**src/rtl/dehaze_window_ctrl.sv**
```systemverilog
// Frame/window sequencer for a 3x3 dehaze datapath: IDLE -> RUN -> DRAIN -> DONE.
// Optional DEHAZE_CTRL_STATS_EN adds frame_cnt / win_cnt statistics outputs.
module dehaze_window_ctrl #(
    parameter int IMG_W    = 16,
    parameter int IMG_H    = 16,
    parameter int PIPE_LAT = 3
) (
    input  logic                       clk,
    input  logic                       reset,
    input  logic                       start,
    input  logic                       in_valid,
    output logic                       in_ready,
    output logic [$clog2(IMG_W)-1:0]   col,
    output logic [$clog2(IMG_H)-1:0]   row,
    output logic                       win_valid,
    output logic                       out_valid,
    output logic                       busy,
`ifdef DEHAZE_CTRL_STATS_EN
    output logic [15:0]                frame_cnt,
    output logic [15:0]                win_cnt,
`endif
    output logic                       done
);

    localparam int CW = $clog2(IMG_W);
    localparam int RW = $clog2(IMG_H);
    localparam int DW = (PIPE_LAT > 1) ? $clog2(PIPE_LAT) : 1;

    localparam logic [CW-1:0] LAST_COL   = CW'(IMG_W - 1);
    localparam logic [RW-1:0] LAST_ROW   = RW'(IMG_H - 1);
    localparam logic [CW-1:0] TWO_C      = CW'(2);
    localparam logic [RW-1:0] TWO_R      = RW'(2);
    localparam logic [DW-1:0] DRAIN_LAST = DW'(PIPE_LAT - 1);

    typedef enum logic [1:0] {
        S_IDLE,
        S_RUN,
        S_DRAIN,
        S_DONE
    } state_e;

    state_e                state_q, state_d;
    logic [CW-1:0]         col_q, col_d;
    logic [RW-1:0]         row_q, row_d;
    logic [DW-1:0]         drain_q, drain_d;
    logic                  win_valid_q, win_valid_d;
    logic [PIPE_LAT-1:0]   pipe_q, pipe_d;
    logic                  accept;

    // State register
    always_ff @(posedge clk) begin
        if (reset) begin
            state_q <= S_IDLE;
            col_q   <= '0;
            row_q   <= '0;
            drain_q <= '0;
        end else begin
            state_q <= state_d;
            col_q   <= col_d;
            row_q   <= row_d;
            drain_q <= drain_d;
        end
    end

    // Next-state and scan position
    always_comb begin
        state_d = state_q;
        col_d   = col_q;
        row_d   = row_q;
        drain_d = drain_q;
        unique case (state_q)
            S_IDLE: begin
                if (start) begin
                    state_d = S_RUN;
                    col_d   = '0;
                    row_d   = '0;
                end
            end
            S_RUN: begin
                if (accept) begin
                    if (col_q == LAST_COL) begin
                        col_d = '0;
                        if (row_q == LAST_ROW) begin
                            row_d   = '0;
                            drain_d = '0;
                            state_d = S_DRAIN;
                        end else begin
                            row_d = row_q + 1'b1;
                        end
                    end else begin
                        col_d = col_q + 1'b1;
                    end
                end
            end
            S_DRAIN: begin
                if (drain_q == DRAIN_LAST) begin
                    state_d = S_DONE;
                end else begin
                    drain_d = drain_q + 1'b1;
                end
            end
            S_DONE: begin
                state_d = S_IDLE;
            end
            default: begin
                state_d = S_IDLE;
            end
        endcase
    end

    // Outputs decoded from state
    always_comb begin
        in_ready = (state_q == S_RUN);
        busy     = (state_q != S_IDLE);
        done     = (state_q == S_DONE);
    end

    assign accept = in_valid && in_ready;
    assign col    = col_q;
    assign row    = row_q;

    // A window is complete once the pixel at row>=2, col>=2 arrives
    always_comb begin
        win_valid_d = accept && (row_q >= TWO_R) && (col_q >= TWO_C);
        pipe_d      = '0;
        pipe_d[0]   = win_valid_q;
        for (int i = 1; i < PIPE_LAT; i++) begin
            pipe_d[i] = pipe_q[i-1];
        end
    end

    always_ff @(posedge clk) begin
        if (reset) begin
            win_valid_q <= 1'b0;
            pipe_q      <= '0;
        end else begin
            win_valid_q <= win_valid_d;
            pipe_q      <= pipe_d;
        end
    end

    assign win_valid = win_valid_q;
    assign out_valid = pipe_q[PIPE_LAT-1];

`ifdef DEHAZE_CTRL_STATS_EN
    logic [15:0] frame_cnt_q, frame_cnt_d;
    logic [15:0] win_cnt_q, win_cnt_d;

    always_comb begin
        frame_cnt_d = frame_cnt_q;
        win_cnt_d   = win_cnt_q;
        if (done) begin
            frame_cnt_d = frame_cnt_q + 16'd1;
        end
        if ((state_q == S_IDLE) && start) begin
            win_cnt_d = '0;
        end else if (win_valid_q) begin
            win_cnt_d = win_cnt_q + 16'd1;
        end
    end

    always_ff @(posedge clk) begin
        if (reset) begin
            frame_cnt_q <= '0;
            win_cnt_q   <= '0;
        end else begin
            frame_cnt_q <= frame_cnt_d;
            win_cnt_q   <= win_cnt_d;
        end
    end

    assign frame_cnt = frame_cnt_q;
    assign win_cnt   = win_cnt_q;
`endif

endmodule

```
**config.mk**
```make
export PLATFORM = sky130hd
export DESIGN_NAME = dehaze_window_ctrl
export DESIGN_NICKNAME = d
export VERILOG_FILES = /design/src/rtl/dehaze_window_ctrl.sv
export SDC_FILE = /design/constraint.sdc
export NUM_CORES = 1
export LEC_CHECK = 0
export CORE_MARGIN = 4
export CORE_UTILIZATION = 42
export DETAILED_ROUTE_END_ITERATION = 8
export PLACE_DENSITY = 0.76
export REMOVE_ABC_BUFFERS = 1
export SETUP_SLACK_MARGIN = 0.4
export SYNTH_ARGS = -nofsm -noshare
export SYNTH_HDL_FRONTEND = slang
export SYNTH_SLANG_ARGS = --single-unit
```
**constraint.sdc**
```tcl
create_clock -name clk -period 1.9 [get_ports clk]
set_input_delay 0.475 -clock clk [delete_from_list [all_inputs] [get_ports clk]]
set_output_delay 0.475 -clock clk [all_outputs]
set_load 0.1 [all_outputs]
```
==> reports/results.txt <==
status = finished, final reports clean
crit end category = output pin
Register Area = 327.8 um^2
asr flop ratio synth = 0%
post-route ant nets = 0
drt pass-1 iters = 4
clock latency on the worst-skew pair = 0.30 ns
total die area = 3110 um^2
core outline area = 2191 um^2
dpl ws = -0.1592 ns
Num CTS Buffers = 3
Die Width = 55.77 um
RSZ-0062 raised after global routing = true
Synthesis Warnings = 0
startpoint types = flip-flop
WP data required = 1.42 ns
fin nets = 171
drt total wl = 3.064 mm
Initial Utilization = 43.75%
Area growth, synth to finish = 72.19%
pwr dens = 1319 nW/um^2
crit share post-route = 90.84%
EDFF count, synth = 0
grt total ovfl = 0
post-synthesis register bit count = 16
R2R Setup Slk = 0.20 ns
placed instance area = 1369 um^2
Cell Area, Synth = 958.4 um^2
share of layout cells above drive strength 1 = 44.16%
initial antenna violation count = 0
R2R cell count = 6
die height = 55.77 um
Final WS setup = 0.1741 ns
vias in the first global route = 1000
Longest Clk Path Bufs = 2
minimum clock period = 1.726 ns
fmax = 0.5794 GHz
Num Clock Sinks = 16
routability cong. = 0.8133
crit-path max FO = 4
Final Cell Area = 1650 um^2
dominant synthesized flop cell = dfxtp_1
Worst Hold Class = reg -> reg
syn avg cell area = 8.557 um^2
most frequent cells in the layout = 16 x buf_4, 13 x buf_12, 12 x dfxtp_1, 9 x nand2_1, 9 x buf_6
Worst Setup SP = state_q[0]
worst r2r src = state_q[0]
Row Count = 17
Max-Cap Viols = 0
via count = 1035
Setup crit end = in_ready
sequential cell area fraction in the yosys report = 33.42%
actual slew at the worst max-slew pin = 0.3965 ns
H-tree Lvls = 1
num ports = 17
Fillers = 139
worst-case clock skew = 0.006969 ns
r2r endpoint = row[0]
Reg clk slew, reported paths = 0.09 ns
first-pass GRT wire length = 4.740 mm
WHS = 0.4594 ns
# DRC = 0
Mapped Cells = 112
critical path type = reg -> out
multi-input logic area = 706.9 um^2
wire per inst = 16.84 um
Via density = 5.687
Synth cell types = 37
ant diodes = 0
Port Buffer Count = 16
wl on met1 = 1.154 mm
Max-slew headroom = 73.32%
most common cell after layout, fill and taps aside = buf_4
Peak supply drop = 0.001151 V
CTS tree = done
Critical Path AT = 1.25 ns
endpoints failing hold = 0
clk root buf = clkbuf_4
largest net degree at the start of global routing = 16
met2 WL post-DR = 1.580 mm
initial drt markers = 33
Final Max Tran Viols = 0
Total Routing Usage GR = 19.11%
HPWL after DPL = 1.797 mm
Final setup viols = 0
Top Layer Used = met4
Finished Core Util = 75.33%
WL met3 = 204 um
Pleak = 0.6432 nW
[metal layers]
metal  global-route usage (%)  vias up
li1                         -      488
met1                    21.13      487
met2                    31.76       48
met3                    5.568       12
met4                    12.15        0
met5                        0        -
[how the worst min path moves through the flow]
| stage | depth (start not counted) | slack, ns | to | startpoint |
|---|---|---|---|---|
| finish | 1 | 0.46 | pipe_q[2] | pipe_q[1] |
| global route | 1 | 0.47 | pipe_q[2] | pipe_q[1] |
| CTS | 1 | 0.45 | pipe_q[2] | pipe_q[1] |
| detailed placement | 1 | 0.43 | pipe_q[2] | pipe_q[1] |
| global placement | 1 | 0.44 | pipe_q[1] | pipe_q[0] |
| floorplan | 1 | 0.41 | pipe_q[1] | pipe_q[0] |
[flip-flops by register name (all words and copies together) (netlist names)]
signal,cells
col,4
drain_q,2
pipe_q,3
row,4
state_q,2
win_valid,1
[synthesized netlist by cell type (2+ instances only)]
| cell | n | share of area, % |
|---|---|---|
| o32ai_1 | 2 | 1.8 |
| dfxtp_1 | 16 | 33 |
| nor2b_1 | 3 | 2.0 |
| o21a_1 | 2 | 1.6 |
| o21ai_0 | 6 | 3.1 |
| nand4_1 | 4 | 2.6 |
| nor4_1 | 3 | 2.0 |
| nand2b_1 | 4 | 2.6 |
| nor2_1 | 4 | 1.6 |
| and2b_1 | 2 | 1.6 |
| nand2_1 | 10 | 3.9 |
| mux2i_1 | 2 | 2.1 |
| nand3_1 | 5 | 2.6 |
| a21oi_1 | 7 | 3.7 |
| ha_1 | 11 | 14 |
| inv_1 | 10 | 3.9 |
[metrics by stage]
step	setup TNS, ns	std cells	total power [mW]
detailed placement	-0.4790	167	1.474
finish	0	182	2.176
global route	0	182	2.273
global placement	-0.2592	167	1.440
CTS	0	177	1.936
floorplan	-3.363	110	1.072
[power by group]
part           switching, mW  internal, mW  total, mW
logic                  0.846         0.734       1.58
registers             0.0379         0.374      0.412
clock network          0.111        0.0741      0.185
total                  0.994          1.18       2.18
[cell type report]
cell class / instances / share of cell area [%]
sequential: 16 / 19.86
clock buffer: 3 / 1.365
tap: 28 / 2.123
timing repair buffer: 41 / 31.08
inverter: 10 / 2.729
multi-input combinational: 84 / 42.84
[timing repair]
| item | 4_1_cts | 5_1_grt |
|---|---|---|
| hold buffers | 0 | 0 |
| endpoints found under the setup margin | 14 | 16 |
| buffers inserted | 7 | 5 |
| cloned | 0 | 0 |
| pin swaps | 5 | 14 |
| gates resized for setup | 28 | 20 |
| endpoints found under the hold margin | 0 | 0 |
[cells by family (layout without fill, tap and decap cells)]
group	after synthesis	after routing	share of synthesized area, %
and+or+nand+nor	44	44	26.11
AOI/OAI and AO/OA	27	27	18.80
DFF	16	16	33.42
buffers and inverters	12	54	5.222
adders and majority gates	11	11	14.36
muxes	2	2	2.089
[critical path, cell delays in order, from the launching register on]
cell     delay, ns
dfxtp_4       0.39
buf_6         0.13
ha_4          0.16
buf_6         0.12
buf_12        0.15
(Power assumes the default switching activity.)
